**src/rtl/nn_ctrl_pkg.sv**
```systemverilog
// nn_ctrl_pkg: shared types and helpers for the neural-net inference sequencer.
//   ctrl_state_t : sequencer FSM encoding
//   width_for(n) : bits needed to hold the values 0..n-1 (never less than 1)
package nn_ctrl_pkg;

  typedef enum logic [2:0] {
    IDLE   = 3'd0,
    LOAD   = 3'd1,
    START  = 3'd2,
    RUN    = 3'd3,
    SETTLE = 3'd4,
    OUTPUT = 3'd5
  } ctrl_state_t;

  function automatic int unsigned width_for(input int unsigned n);
    int unsigned w;
    if (n <= 32'd2) begin
      w = 32'd1;
    end else begin
      w = $clog2(n);
    end
    return w;
  endfunction

endpackage

```
**src/rtl/nn_vec_fifo.sv**
```systemverilog
// nn_vec_fifo: synchronous FIFO holding queued input vectors.
//   clk, rst  : clock, asynchronous active-high reset (empties the queue)
//   push      : write wr_data (ignored while full)
//   pop       : drop the head entry (ignored while empty)
//   wr_data   : vector to enqueue
//   full      : occupancy == DEPTH (from the registered count)
//   empty     : occupancy == 0 (from the registered count)
//   head      : oldest queued vector; no bypass from wr_data
module nn_vec_fifo
  import nn_ctrl_pkg::*;
#(
  parameter int unsigned WIDTH = 64,
  parameter int unsigned DEPTH = 4
) (
  input  logic             clk,
  input  logic             rst,
  input  logic             push,
  input  logic             pop,
  input  logic [WIDTH-1:0] wr_data,
  output logic             full,
  output logic             empty,
  output logic [WIDTH-1:0] head
);

  localparam int unsigned PTR_W = width_for(DEPTH);
  localparam int unsigned CNT_W = width_for(DEPTH + 1);

  logic [WIDTH-1:0] mem_q [DEPTH];
  logic [WIDTH-1:0] mem_d [DEPTH];
  logic [PTR_W-1:0] wr_ptr_q, wr_ptr_d;
  logic [PTR_W-1:0] rd_ptr_q, rd_ptr_d;
  logic [CNT_W-1:0] count_q, count_d;
  logic             do_push_s;
  logic             do_pop_s;

  assign full      = (count_q == CNT_W'(DEPTH));
  assign empty     = (count_q == {CNT_W{1'b0}});
  assign head      = mem_q[rd_ptr_q];
  assign do_push_s = push & ~full;
  assign do_pop_s  = pop & ~empty;

  // Next-state for storage, pointers and occupancy; DEPTH is a power of 2 so pointers wrap naturally.
  always_comb begin
    mem_d    = mem_q;
    wr_ptr_d = wr_ptr_q;
    rd_ptr_d = rd_ptr_q;
    count_d  = count_q;
    if (do_push_s) begin
      mem_d[wr_ptr_q] = wr_data;
      wr_ptr_d        = wr_ptr_q + PTR_W'(1'b1);
    end else begin
      wr_ptr_d = wr_ptr_q;
    end
    if (do_pop_s) begin
      rd_ptr_d = rd_ptr_q + PTR_W'(1'b1);
    end else begin
      rd_ptr_d = rd_ptr_q;
    end
    case ({do_push_s, do_pop_s})
      2'b10:   count_d = count_q + CNT_W'(1'b1);
      2'b01:   count_d = count_q - CNT_W'(1'b1);
      default: count_d = count_q;
    endcase
  end

  // FIFO state registers.
  always_ff @(posedge clk or posedge rst) begin
    if (rst) begin
      for (int i = 0; i < int'(DEPTH); i++) begin
        mem_q[i] <= {WIDTH{1'b0}};
      end
      wr_ptr_q <= {PTR_W{1'b0}};
      rd_ptr_q <= {PTR_W{1'b0}};
      count_q  <= {CNT_W{1'b0}};
    end else begin
      mem_q    <= mem_d;
      wr_ptr_q <= wr_ptr_d;
      rd_ptr_q <= rd_ptr_d;
      count_q  <= count_d;
    end
  end

endmodule

```
**src/rtl/nn_inference_ctrl.sv**
```systemverilog
// nn_inference_ctrl: sequencer in front of the neural_net datapath.
//   in_valid/in_ready/in_data    : input vector stream, buffered in nn_vec_fifo
//   net_in/net_first             : vector and one-cycle start strobe to the network
//   net_done/net_result          : level done from the last hidden layer, argmax result
//   res_valid/res_ready/res_data : result stream, held stable until accepted
//   busy                         : FSM active or vectors queued
//   timeout_err                  : sticky watchdog flag, cleared only by rst
//   infer_count                  : completed inferences, wrapping
module nn_inference_ctrl
  import nn_ctrl_pkg::*;
#(
  parameter int unsigned IN_WIDTH   = 64,
  parameter int unsigned RES_WIDTH  = 4,
  parameter int unsigned FIFO_DEPTH = 4,
  parameter int unsigned RESULT_LAT = 1,
  parameter int unsigned TIMEOUT    = 1024,
  parameter int unsigned CNT_WIDTH  = 16
) (
  input  logic                 clk,
  input  logic                 rst,
  input  logic                 in_valid,
  output logic                 in_ready,
  input  logic [IN_WIDTH-1:0]  in_data,
  output logic [IN_WIDTH-1:0]  net_in,
  output logic                 net_first,
  input  logic                 net_done,
  input  logic [RES_WIDTH-1:0] net_result,
  output logic                 res_valid,
  input  logic                 res_ready,
  output logic [RES_WIDTH-1:0] res_data,
  output logic                 busy,
  output logic                 timeout_err,
  output logic [CNT_WIDTH-1:0] infer_count
);

  localparam int unsigned WAIT_W   = width_for(TIMEOUT);
  localparam int unsigned LAT_W    = width_for(RESULT_LAT);
  localparam int unsigned LAT_LAST = (RESULT_LAT > 32'd0) ? (RESULT_LAT - 32'd1) : 32'd0;

  ctrl_state_t          state_q, state_d;
  logic [IN_WIDTH-1:0]  net_in_q, net_in_d;
  logic                 net_first_q, net_first_d;
  logic                 res_valid_q, res_valid_d;
  logic [RES_WIDTH-1:0] res_data_q, res_data_d;
  logic                 timeout_err_q, timeout_err_d;
  logic [CNT_WIDTH-1:0] infer_count_q, infer_count_d;
  logic                 done_q;
  logic [WAIT_W-1:0]    wait_cnt_q, wait_cnt_d;
  logic [LAT_W-1:0]     lat_cnt_q, lat_cnt_d;

  logic                 fifo_push_s;
  logic                 fifo_pop_s;
  logic                 fifo_full_s;
  logic                 fifo_empty_s;
  logic [IN_WIDTH-1:0]  fifo_head_s;
  logic                 done_rise_s;

  assign in_ready    = ~fifo_full_s;
  assign fifo_push_s = in_valid & ~fifo_full_s;
  assign fifo_pop_s  = (state_q == LOAD);
  // A done level already high at launch is not a rise: done_q tracks it every cycle.
  assign done_rise_s = net_done & ~done_q;

  assign net_in      = net_in_q;
  assign net_first   = net_first_q;
  assign res_valid   = res_valid_q;
  assign res_data    = res_data_q;
  assign timeout_err = timeout_err_q;
  assign infer_count = infer_count_q;
  assign busy        = (state_q != IDLE) | ~fifo_empty_s;

  nn_vec_fifo #(
    .WIDTH (IN_WIDTH),
    .DEPTH (FIFO_DEPTH)
  ) u_fifo (
    .clk     (clk),
    .rst     (rst),
    .push    (fifo_push_s),
    .pop     (fifo_pop_s),
    .wr_data (in_data),
    .full    (fifo_full_s),
    .empty   (fifo_empty_s),
    .head    (fifo_head_s)
  );

  // Sequencer next-state and registered-output logic.
  always_comb begin
    state_d       = state_q;
    net_in_d      = net_in_q;
    net_first_d   = 1'b0;
    res_valid_d   = res_valid_q;
    res_data_d    = res_data_q;
    timeout_err_d = timeout_err_q;
    infer_count_d = infer_count_q;
    wait_cnt_d    = wait_cnt_q;
    lat_cnt_d     = lat_cnt_q;
    case (state_q)
      IDLE: begin
        if (!fifo_empty_s) begin
          state_d = LOAD;
        end else begin
          state_d = IDLE;
        end
      end
      LOAD: begin
        net_in_d    = fifo_head_s;
        // Registered strobe: high during the START cycle only.
        net_first_d = 1'b1;
        state_d     = START;
      end
      START: begin
        wait_cnt_d = {WAIT_W{1'b0}};
        state_d    = RUN;
      end
      RUN: begin
        if (done_rise_s) begin
          if (RESULT_LAT == 32'd0) begin
            // Result is already valid alongside the done rise: capture now.
            res_data_d    = net_result;
            res_valid_d   = 1'b1;
            infer_count_d = infer_count_q + CNT_WIDTH'(1'b1);
            state_d       = OUTPUT;
          end else begin
            lat_cnt_d = {LAT_W{1'b0}};
            state_d   = SETTLE;
          end
        end else if (wait_cnt_q == WAIT_W'(TIMEOUT - 32'd1)) begin
          // Hung network: abandon this vector.
          timeout_err_d = 1'b1;
          state_d       = IDLE;
        end else begin
          wait_cnt_d = wait_cnt_q + WAIT_W'(1'b1);
        end
      end
      SETTLE: begin
        if (lat_cnt_q == LAT_W'(LAT_LAST)) begin
          res_data_d    = net_result;
          res_valid_d   = 1'b1;
          infer_count_d = infer_count_q + CNT_WIDTH'(1'b1);
          state_d       = OUTPUT;
        end else begin
          lat_cnt_d = lat_cnt_q + LAT_W'(1'b1);
        end
      end
      OUTPUT: begin
        if (res_ready) begin
          res_valid_d = 1'b0;
          state_d     = IDLE;
        end else begin
          res_valid_d = 1'b1;
        end
      end
      default: begin
        state_d = IDLE;
      end
    endcase
  end

  // Sequencer registers, done edge tracker and registered outputs.
  always_ff @(posedge clk or posedge rst) begin
    if (rst) begin
      state_q       <= IDLE;
      net_in_q      <= {IN_WIDTH{1'b0}};
      net_first_q   <= 1'b0;
      res_valid_q   <= 1'b0;
      res_data_q    <= {RES_WIDTH{1'b0}};
      timeout_err_q <= 1'b0;
      infer_count_q <= {CNT_WIDTH{1'b0}};
      done_q        <= 1'b0;
      wait_cnt_q    <= {WAIT_W{1'b0}};
      lat_cnt_q     <= {LAT_W{1'b0}};
    end else begin
      state_q       <= state_d;
      net_in_q      <= net_in_d;
      net_first_q   <= net_first_d;
      res_valid_q   <= res_valid_d;
      res_data_q    <= res_data_d;
      timeout_err_q <= timeout_err_d;
      infer_count_q <= infer_count_d;
      done_q        <= net_done;
      wait_cnt_q    <= wait_cnt_d;
      lat_cnt_q     <= lat_cnt_d;
    end
  end

endmodule

```
**config.mk**
```make
export PLATFORM = sky130hd
export DESIGN_NAME = nn_inference_ctrl
export DESIGN_NICKNAME = d
export VERILOG_FILES = /design/src/rtl/nn_ctrl_pkg.sv /design/src/rtl/nn_vec_fifo.sv /design/src/rtl/nn_inference_ctrl.sv
export SDC_FILE = /design/constraint.sdc
export NUM_CORES = 1
export LEC_CHECK = 0
export BUFFER_PORTS_ARGS = -buffer_cell sky130_fd_sc_hd__buf_2
export CAP_MARGIN = 0
export CORE_MARGIN = 1.5
export CORE_UTILIZATION = 50
export DETAILED_ROUTE_END_ITERATION = 10
export HOLD_SLACK_MARGIN = 0.03
export PLACE_DENSITY_LB_ADDON = 0.05
export SETUP_SLACK_MARGIN = 0.4
export SYNTH_ARGS = -nofsm -noshare
export SYNTH_HDL_FRONTEND = slang
export SYNTH_SLANG_ARGS = --single-unit
```
**constraint.sdc**
```tcl
create_clock -name clk -period 21.5 [get_ports clk]
set_input_delay 0 -clock clk [delete_from_list [all_inputs] [get_ports clk]]
set_output_delay 0 -clock clk [all_outputs]
set_load 0.01 [all_outputs]
```
==> results of run 1 <==
synthesized netlist by cell type, types with 3 or more instances:
cell and instances:
o21ai_0 3, inv_1 12, buf_2 30, clkbuf_1 9, or2_2 4, nor2b_1 3, dfrtp_1 364, nor3_1 5
and3_1 3, a221o_1 3, o31ai_1 3, nand4_1 7, nor2_1 5, mux2_2 303, nor3b_1 4, xor2_1 7
nand2_1 18, mux4_2 64, nand2_4 4, ha_1 7, nand3_1 7, mux2_1 22, xnor2_1 15, buf_6 12
a21o_1 5
critical path, cell delays in order:
cell           delay [ns]
dlygate4sd3_1        0.53
buf_2                0.15
inv_8                0.62
buf_4                0.77
buf_12               0.67
metal layers:
| layer | share of wire | GRT usage |
|---|---|---|
| met5 | 0 | 0 |
| met4 | 0.018 | 0.0490 |
| met3 | 0.045 | 0.0388 |
| met2 | 0.48 | 0.326 |
| met1 | 0.46 | 0.285 |
registers in the layout (all words and copies together) (netlist names), 3 cells and up:
register / count
wait_cnt_q: 10
state_q: 3
net_in: 64
res_data: 4
infer_count: 16
u_fifo.mem_q: 256
u_fifo.count_q: 3
report_power, final:
part	internal (mW)	switching, mW
sequential	1.02	0.191
clock	0.401	0.262
combinational	0.610	0.386
total	2.03	0.839
metrics by stage:
| stage | cell area [um2] | std cells | hold slack (ns) | util |
|---|---|---|---|---|
| after global placement | 16600 | 1458 | 0.134 | 0.544 |
| final | 18600 | 1601 | 0.159 | 0.609 |
| after floorplan | 15500 | 942 | 0.0314 | - |
| after global routing | 18600 | 1601 | 0.174 | 0.609 |
| after CTS | 18600 | 1600 | 0.135 | 0.609 |
| after detailed placement | 16600 | 1458 | 0.139 | 0.544 |
worst paths after layout:
check                                        start  cells after the start                  to  slack, ns
worst max register to register  u_fifo.rd_ptr_q[1]                      3          net_in[20]      18.90
worst min register to register     infer_count[15]                      1     infer_count[15]       0.46
worst max-delay path                           rst                      5  u_fifo.rd_ptr_q[1]      18.84
max in group clk                u_fifo.rd_ptr_q[1]                      3          net_in[20]      18.90
min in group asynchronous                      rst                      3    u_fifo.mem_q[11]       0.24
worst min-delay path                      net_done                      2              done_q       0.16
cell families after synthesis:
kind of cell / Yosys count / synth area share
muxes: 391 / 0.331
buffers and inverters: 63 / 0.0235
adders and majority gates: 8 / 0.00694
xor gates and xnor gates: 22 / 0.0124
DFF: 364 / 0.588
and+or+nand+nor: 69 / 0.0254
AOI/OAI and AO/OA: 25 / 0.0134
timing repair:
action | 4_1_cts | 5_1_grt
hold buffers | 72 | 0
hold endpoints to repair | 397 | 0
gates resized for setup | 0 | 0
cell type report:
cell class | count | area, um2
clock buffers | 68 | 1280
fillers | 2388 | 11900
diodes | 1 | 2.50
flip-flops and latches | 364 | 9120
inverters | 12 | 52.6
multi-input cells | 515 | 6030
repair buffers | 243 | 1610
well taps | 396 | 495
clock inverters | 2 | 10.0
==> results by group, run 1 <==
Worst setup path
  – Critical setup path kind: in -> async
  – Worst-path fanout max: 175
  – Startpoint Class: primary input
  – Crit path DAT: 3.05 ns
  – WP data required: 21.89 ns
  – CP endpoint kind: asynchronous set/reset pin

Final layout
  – Synth-to-layout area growth: 20.0%
  – Most common cell after layout, fill and taps aside: dfrtp_1
  – Most frequent cells in the layout: dfrtp_1 (362), mux2_2 (303), buf_2 (161)
  – Layout cell share with drive strength beyond 1: 0.507
  – Final nets: 1,257

Power
  – VDD IR-drop max: 0.0884 mV
  – P_leak: 8.29 nW
  – Total Power: 2.87 mW
  – PD cells: 154 mW/mm2

Clocking
  – Clk Tree Root Cell: clkbuf_16
  – Clock Tree Buf Depth: 3
  – CTS tree: done
  – CTS clk-pin slew, worst paths: 0.06 ns
  – Post-CTS setup buffer count: 0
  – Total number of H-tree levels: 2
  – Clk_lat worst skew: 0.52 ns
  – TritonCTS buffer count: 40
  – Sink Count: 364

Global routing
  – Vias in the first global route: 9,082
  – Antenna violations before repair: 1
  – Global-route wire length before repair: 50.4 mm
  – Total congestion overflow: 0
  – Gr usage total: 0.202
  – Largest net degree at the start of global routing: 176

Synthesis
  – Post-synth ARST share: 1.00
  – EDFF count, synth: 0
  – Most common flop cell mapped by yosys: dfrtp_1
  – Syn. warnings: 0
  – Syn Std Cell Area: 0.0155 mm2
  – Share of the synthesized area in the top cell type: 0.588
  – Top cells by area, synth: dfrtp_1 (59%), mux2_2 (22%), mux4_2 (9.3%)
  – Mapped Nets: 1,023
  – Largest area contributor in the netlist: dfrtp_1
  – Synth Register Bits: 364
  – Distinct cells, synth: 42
  – Sequential area share after synthesis: 0.588
  – Post-Syn Area per Cell: 16.4 um2
  – Syn Inst Count: 942

STA
  – Max Clk Rate: 0.376 GHz
  – Final Setup Violations: 0
  – Worst slew pin tran: 1.12 ns
  – Max Slew Vio Count: 0
  – Final setup TNS: 0 ns
  – Setup repair after global routing missed its margin: false
  – Final worst slack: 18.84 ns
  – Final Skew: 0.0136 ns
  – Final min period: 2.66 ns
  – Slew HR: 0.256
  – Hold Fails Final Rpt: 0
  – Period Utilization, post-route: 0.124

Floorplanning
  – Die height: 179 um
  – Chip width: 179 um
  – Core Area: 0.0305 mm2
  – Initial Util: 0.508
  – Die Area: 0.0321 mm2
  – Rows: 64
  – IO Pins: 162

Place
  – I/O Buffers: 161
  – Pre-CTS setup slack: 18.77 ns
  – Gpl congestion: 0.745
  – HPWL after DPL: 17.3 mm

Run
  – Max_cap viols: 0

Detailed routing
  – Vias per std cell: 5.45
  – Initial DRC count: 408
  – DRT antenna net count: 0
  – Via count: 8,724
  – Pre-antenna DRT Iters: 4
  – DRC: 0
  – WL/cell: 19.5 um
  – Final WL: 31.2 mm

Status
  – Status: complete, no violations

Min path
  – Worst min path class: in -> reg
No activity file was read; power rests on OpenSTA's default activity.
==> run 2, diff against run 1 <==
Settings changed: ABC_AREA set to 1.
Clock period 21.5 ns to 2.15 ns, I/O delays scaled along.
==> run 2 against run 1 <==
  * Wire length increased by 26%
  * Sequential power rose to 9.5 times the previous value
  * Clock skew about the same
  * Synthesized cell count grew 99%
  * First-iteration DRC count grew 85%
  * Clock power rose to 9.5 times the previous value
  * Register-to-register slack got worse by 19 ns
  * Hold slack worse by 0.11 ns
  * Non-clock buffer count up 41
==> results by group, run 2 <==
Synthesis
  – Most common cell in the netlist: nand2_1
  – Post-Syn Area per Cell: 8.60 um2
  – Post-synth ARST share: 1.00
  – Mapped Nets: 1,953
  – Distinct cells, synth: 34
  – Most common flop cell mapped by yosys: dfrtp_1
  – Syn Inst Count: 1,872
  – Synth Register Bits: 364
  – Syn Std Cell Area: 0.0161 mm2
  – Commonest cells in the netlist: nand2_1 (517), dfrtp_1 (364), o21ai_0 (310)
  – Sequential area share after synthesis: 0.566
  – Largest area contributor in the netlist: dfrtp_1
  – Share of the synthesized area in the top cell type: 0.566
  – Syn. warnings: 0
  – Top cells by area, synth: dfrtp_1 (57%), nand2_1 (12%), o21ai_0 (9.6%)
  – EDFF count, synth: 0

Clocking
  – Clk Tree Root Cell: clkbuf_16
  – CTS tree: done
  – Sink Count: 364
  – Clk_lat worst skew: 0.52 ns
  – CTS clk-pin slew, worst paths: 0.06 ns
  – TritonCTS buffer count: 40
  – Total number of H-tree levels: 2
  – Clock Tree Buf Depth: 3

Worst setup path
  – Crit path from: state_q[1]
  – Setup crit end: u_fifo.count_q[2]
  – Worst-path fanout max: 3
  – Reg2reg start: state_q[1]
  – Startpoint Class: register
  – Crit-path slowest cell: dfrtp_2
  – Critical setup path kind: reg -> reg
  – CP endpoint kind: register
  – R2R Setup Slk: 0.37 ns
  – FF-to-FF path depth: 9
  – Crit path DAT: 2.18 ns
  – Worst stage delay on the critical path: 0.43 ns
  – Cells along the critical path: nor3_4 > nand2_2 > inv_2 > ha_4 > inv_4 > fa_2 > a21oi_2 > o21ai_1 > xor2_1
  – R2r endpoint: u_fifo.count_q[2]
  – WP data required: 2.55 ns

Global routing
  – Antenna violations before repair: 0
  – Vias in the first global route: 12,900
  – Largest net degree at the start of global routing: 131
  – Total congestion overflow: 0
  – Gr usage total: 0.245
  – Global-route wire length before repair: 66.0 mm

Place
  – Gpl congestion: 0.770
  – HPWL after DPL: 22.4 mm
  – I/O Buffers: 161
  – Placed Area: 0.0174 mm2

Run
  – Max_cap viols: 0

Detailed routing
  – Initial DRC count: 756
  – Final WL: 39.5 mm
  – WL/cell: 15.8 um
  – DRT antenna net count: 0
  – Vias per std cell: 5.29
  – Pre-antenna DRT Iters: 5
  – Via count: 13,200
  – DRC: 0

Min path
  – Worst min path class: in -> async

Power
  – PD cells: 1480 mW/mm2
  – VDD IR-drop max: 0.911 mV
  – P_leak: 9.24 nW
  – Total Power: 28.8 mW

STA
  – Hold WS: 0.0449 ns
  – Final min period: 1.78 ns
  – Worst slew pin tran: 0.602 ns
  – Max Slew Vio Count: 0
  – Final setup TNS: 0 ns
  – Max Clk Rate: 0.562 GHz
  – Slew HR: 0.599
  – Hold Fails Final Rpt: 0
  – Period Utilization, post-route: 0.827
  – Final Skew: 0.0137 ns
  – Final Setup Violations: 0
  – Setup repair after global routing missed its margin: true

Status
  – Status: complete, no violations

Final layout
  – Most frequent cells in the layout: nand2_1 (516), dfrtp_1 (361), o21ai_0 (308)
  – Register name with the most flops: u_fifo.mem_q
  – Final nets: 2,151
  – Max reg flops: 256
  – Most common cell after layout, fill and taps aside: nand2_1
  – Layout cell share with drive strength beyond 1: 0.143
  – Diode count: 0
  – Synth-to-layout area growth: 20.7%
  – Fin area: 0.0194 mm2
  – Fin util: 0.614

Floorplanning
  – Core Area: 0.0316 mm2
  – Die height: 182 um
  – Chip width: 182 um
  – Initial Util: 0.509
  – IO Pins: 162
  – Die Area: 0.0333 mm2
  – Rows: 65
[run 2: report_power, final]
| part | switching [mW] | total [mW] | leakage (nW) | internal, mW |
|---|---|---|---|---|
| combinational | 6.91 | 11.0 | 4.20 | 4.07 |
| sequential | 1.56 | 11.5 | 4.46 | 9.99 |
| clock | 2.62 | 6.27 | 0.577 | 3.65 |
| total | 11.1 | 28.8 | 9.24 | 17.7 |
[run 2: stage by stage]
| stage | setup WS [ns] | cells |
|---|---|---|
| after floorplan | -2.73 | 1872 |
| after global placement | 0.207 | 2352 |
| after detailed placement | 0.204 | 2352 |
| after global routing | 0.283 | 2495 |
| after CTS | 0.383 | 2493 |
| final | 0.371 | 2495 |
[run 2: area by class of cell]
cell class,count,area (um2)
clock buffers,60,1150
clock inverters,5,25.0
fillers,2786,12200
inverters,175,663
multi-input cells,1205,5810
flip-flops and latches,364,9120
well taps,402,503
repair buffers,284,2170
[run 2: timing repair]
item | CTS | global route
resized for setup | 5 | 9
hold buffers | 72 | 0
setup endpoints to repair | 11 | 218
buffers inserted | 4 | 2
hold endpoints to repair | 491 | 0
pin swaps | 3 | 2
[run 2: worst max-delay path, delay by kind of cell, from the launching register on]
kind            cells  cell delay, ns
flops               1            0.43
simple gates        2            0.28
xor+xnor            1            0.14
compound gates      2            0.20
buf+inv             2            0.12
fa+ha+maj           2            0.48
[run 2: logic make-up (layout without fill, tap and decap cells)]
| family | Yosys count | count (layout) | synth area share |
|---|---|---|---|
| AOI/OAI and AO/OA | 535 | 535 | 0.182 |
| xor gates and xnor gates | 13 | 13 | 0.00707 |
| adders and majority gates | 8 | 8 | 0.00668 |
| buffers and inverters | 303 | 524 | 0.0776 |
| DFF | 364 | 364 | 0.566 |
| and+or+nand+nor | 649 | 649 | 0.161 |
[run 2: worst min-delay path by stage]
stage	startpoint	to	depth (start not counted)
5_1_grt	rst	u_fifo.mem_q[119]	3
4_1_cts	rst	u_fifo.mem_q[119]	3
6_report	rst	u_fifo.mem_q[119]	3
3_3_place_gp	rst	u_fifo.mem_q[119]	2
3_5_place_dp	rst	u_fifo.mem_q[119]	2
2_1_floorplan	net_done	done_q	0
[run 2: metal layers]
metal / track usage / share of wire / up-vias / wire, um
met5: 0 / 0 / - / 0
met4: 0.0529 / 0.015 / 0 / 584
met3: 0.0383 / 0.053 / 41 / 2080
met2: 0.412 / 0.47 / 293 / 18600
met1: 0.336 / 0.46 / 6348 / 18300
li1: - / - / 6505 / -
==> run 3, diff against run 2 <==
Clock period 2.15 ns to 1.6 ns, I/O delays scaled along.
==> run 3 against run 2 <==
  * Largest power group is now combinational cells
  * The flow now finishes with violations (hold timing, setup timing)
  * Final cell count is 5.0% higher
  * Non-clock buffer count increased by 114
  * Wire length increased by 36%
  * Combinational power rose by 100%
  * Global-route usage rose by 2.7 points
  * Core utilization is 9.6 points higher
  * Hold slack got worse by 0.066 ns
  * Maximum frequency fell by 1.8%
  * Register-to-register slack got worse by 0.58 ns
  * Final area increased by 16%
==> results by group, run 3 (synthesis results as in run 2) <==
Floorplanning
  – Rows: 65
  – Die Area: 0.0333 mm2
  – IO Pins: 162
  – Initial Util: 0.509
  – Chip width: 182 um
  – Core Area: 0.0316 mm2
  – Die height: 182 um

Power
  – P_leak: 10.5 nW
  – PD cells: 2120 mW/mm2
  – VDD IR-drop max: 1.11 mV
  – Total Power: 47.6 mW

Clocking
  – Sink Count: 364
  – Hold-fix buffers, CTS: 71
  – CTS clk-pin slew, worst paths: 0.06 ns
  – Clk_lat worst skew: 0.54 ns
  – Total number of H-tree levels: 2
  – TritonCTS buffer count: 41
  – CTS tree: done
  – Clock Tree Buf Depth: 3
  – Clk Tree Root Cell: clkbuf_16

Place
  – Pre-CTS setup slack: -0.207 ns
  – I/O Buffers: 161
  – Placed Cells: 2,377
  – Gpl congestion: 0.768
  – HPWL after DPL: 24.2 mm
  – Placed Area: 0.0179 mm2

Min path
  – Hold wc startpoint: in_valid
  – Hold path cells: 4
  – WHS Endpoint: u_fifo.count_q[0]
  – Worst min path class: in -> reg

STA
  – Max Slew Vio Count: 0
  – Final worst slack: -0.212 ns
  – Hold Fails Final Rpt: 2
  – Final Setup Violations: 76
  – Setup repair after global routing missed its margin: true
  – Final Skew: 0.0170 ns
  – Final min period: 1.81 ns
  – Final setup TNS: -2.89 ns
  – Period Utilization, post-route: 1.13
  – Max Clk Rate: 0.552 GHz
  – Worst slew pin tran: 0.515 ns
  – Slew HR: 0.657
  – Hold WS: -0.0208 ns

Worst setup path
  – Startpoint Class: register
  – Crit path from: state_q[1]
  – Worst-path fanout max: 2
  – Crit path DAT: 2.22 ns
  – Reg2reg start: state_q[1]
  – FF-to-FF path depth: 9
  – Critical setup path kind: reg -> reg
  – R2r endpoint: u_fifo.count_q[2]
  – CP endpoint kind: register
  – WP data required: 2.01 ns
  – R2R Setup Slk: -0.21 ns

Global routing
  – Antenna violations before repair: 0
  – Vias in the first global route: 13,200
  – Gr usage total: 0.271
  – Global-route wire length before repair: 71.7 mm
  – Largest net degree at the start of global routing: 90
  – Total congestion overflow: 0

Final layout
  – Final nets: 2,266
  – Multi-input gate area: 0.00631 mm2
  – Diode count: 0
  – Layout cell share with drive strength beyond 1: 0.247
  – Synth-to-layout area growth: 39.5%
  – Max reg flops: 256
  – Fin util: 0.710
  – Non-Filler Instances: 2,619
  – Fin area: 0.0225 mm2
  – Most common cell after layout, fill and taps aside: nand2_1
  – Register name with the most flops: u_fifo.mem_q
  – Area taken by flip-flops and latches: 0.00912 mm2
  – Most frequent cells in the layout: nand2_1 (476), dfrtp_1 (362), inv_1 (165)
  – Filler instances: 2,412

Detailed routing
  – DRT antenna net count: 0
  – DRC: 0
  – Initial DRC count: 1,463
  – WL/cell: 20.6 um
  – Pre-antenna DRT Iters: 5
  – Via count: 14,600
  – Final WL: 53.9 mm
  – Vias per std cell: 5.59

Run
  – Max_cap viols: 0

Status
  – Status: finished, violations left
  – Failing checks: hold timing, setup timing
==> run 3: power breakdown <==
group,internal (mW),switching (mW)
clock network,5.73,3.80
registers,13.4,2.11
logic,9.84,12.7
==> run 3: layout make-up <==
class	instances	share of cell area
Timing Repair Buffer	398	0.200
Multi-Input combinational cell	1205	0.281
Inverter	175	0.0295
Clock buffer	59	0.0537
Clock inverter	16	0.00735
Sequential cell	364	0.406
Tap cell	402	0.0224
==> run 3: worst max-delay path, cell delays in order, from the launching register on <==
cell and delay (ns):
dfrtp_1 0.42, nor3_4 0.24, nand2_2 0.09, inv_2 0.08, ha_4 0.13, inv_4 0.03, fa_2 0.36, a21oi_2 0.12
o21ai_1 0.08, xor2_1 0.14
==> run 3: how the worst max path moves through the flow <==
stage / end / slack (ns) / cells after the start
after floorplan: done_q / -3.28 / 1
after global placement: u_fifo.count_q[2] / -0.22 / 10
after detailed placement: u_fifo.count_q[2] / -0.21 / 10
after CTS: u_fifo.count_q[2] / -0.15 / 10
after global routing: u_fifo.count_q[2] / -0.33 / 9
final: u_fifo.count_q[2] / -0.21 / 9
==> run 3: per-layer routing <==
| metal | GRT usage | share of wire | up-vias |
|---|---|---|---|
| met5 | 0 | 0 | - |
| met4 | 0.0754 | 0.034 | 0 |
| met3 | 0.0343 | 0.073 | 130 |
| met2 | 0.445 | 0.48 | 628 |
| met1 | 0.382 | 0.42 | 7074 |
| li1 | - | - | 6810 |
==> run 3: timing repair <==
| action | in CTS | in global routing |
|---|---|---|
| setup buffers | 15 | 18 |
| hold endpoints to repair | 640 | 2 |
| setup endpoints to repair | 363 | 365 |
| pin swaps | 25 | 15 |
| gates resized for setup | 37 | 207 |
| cloned | 14 | 49 |
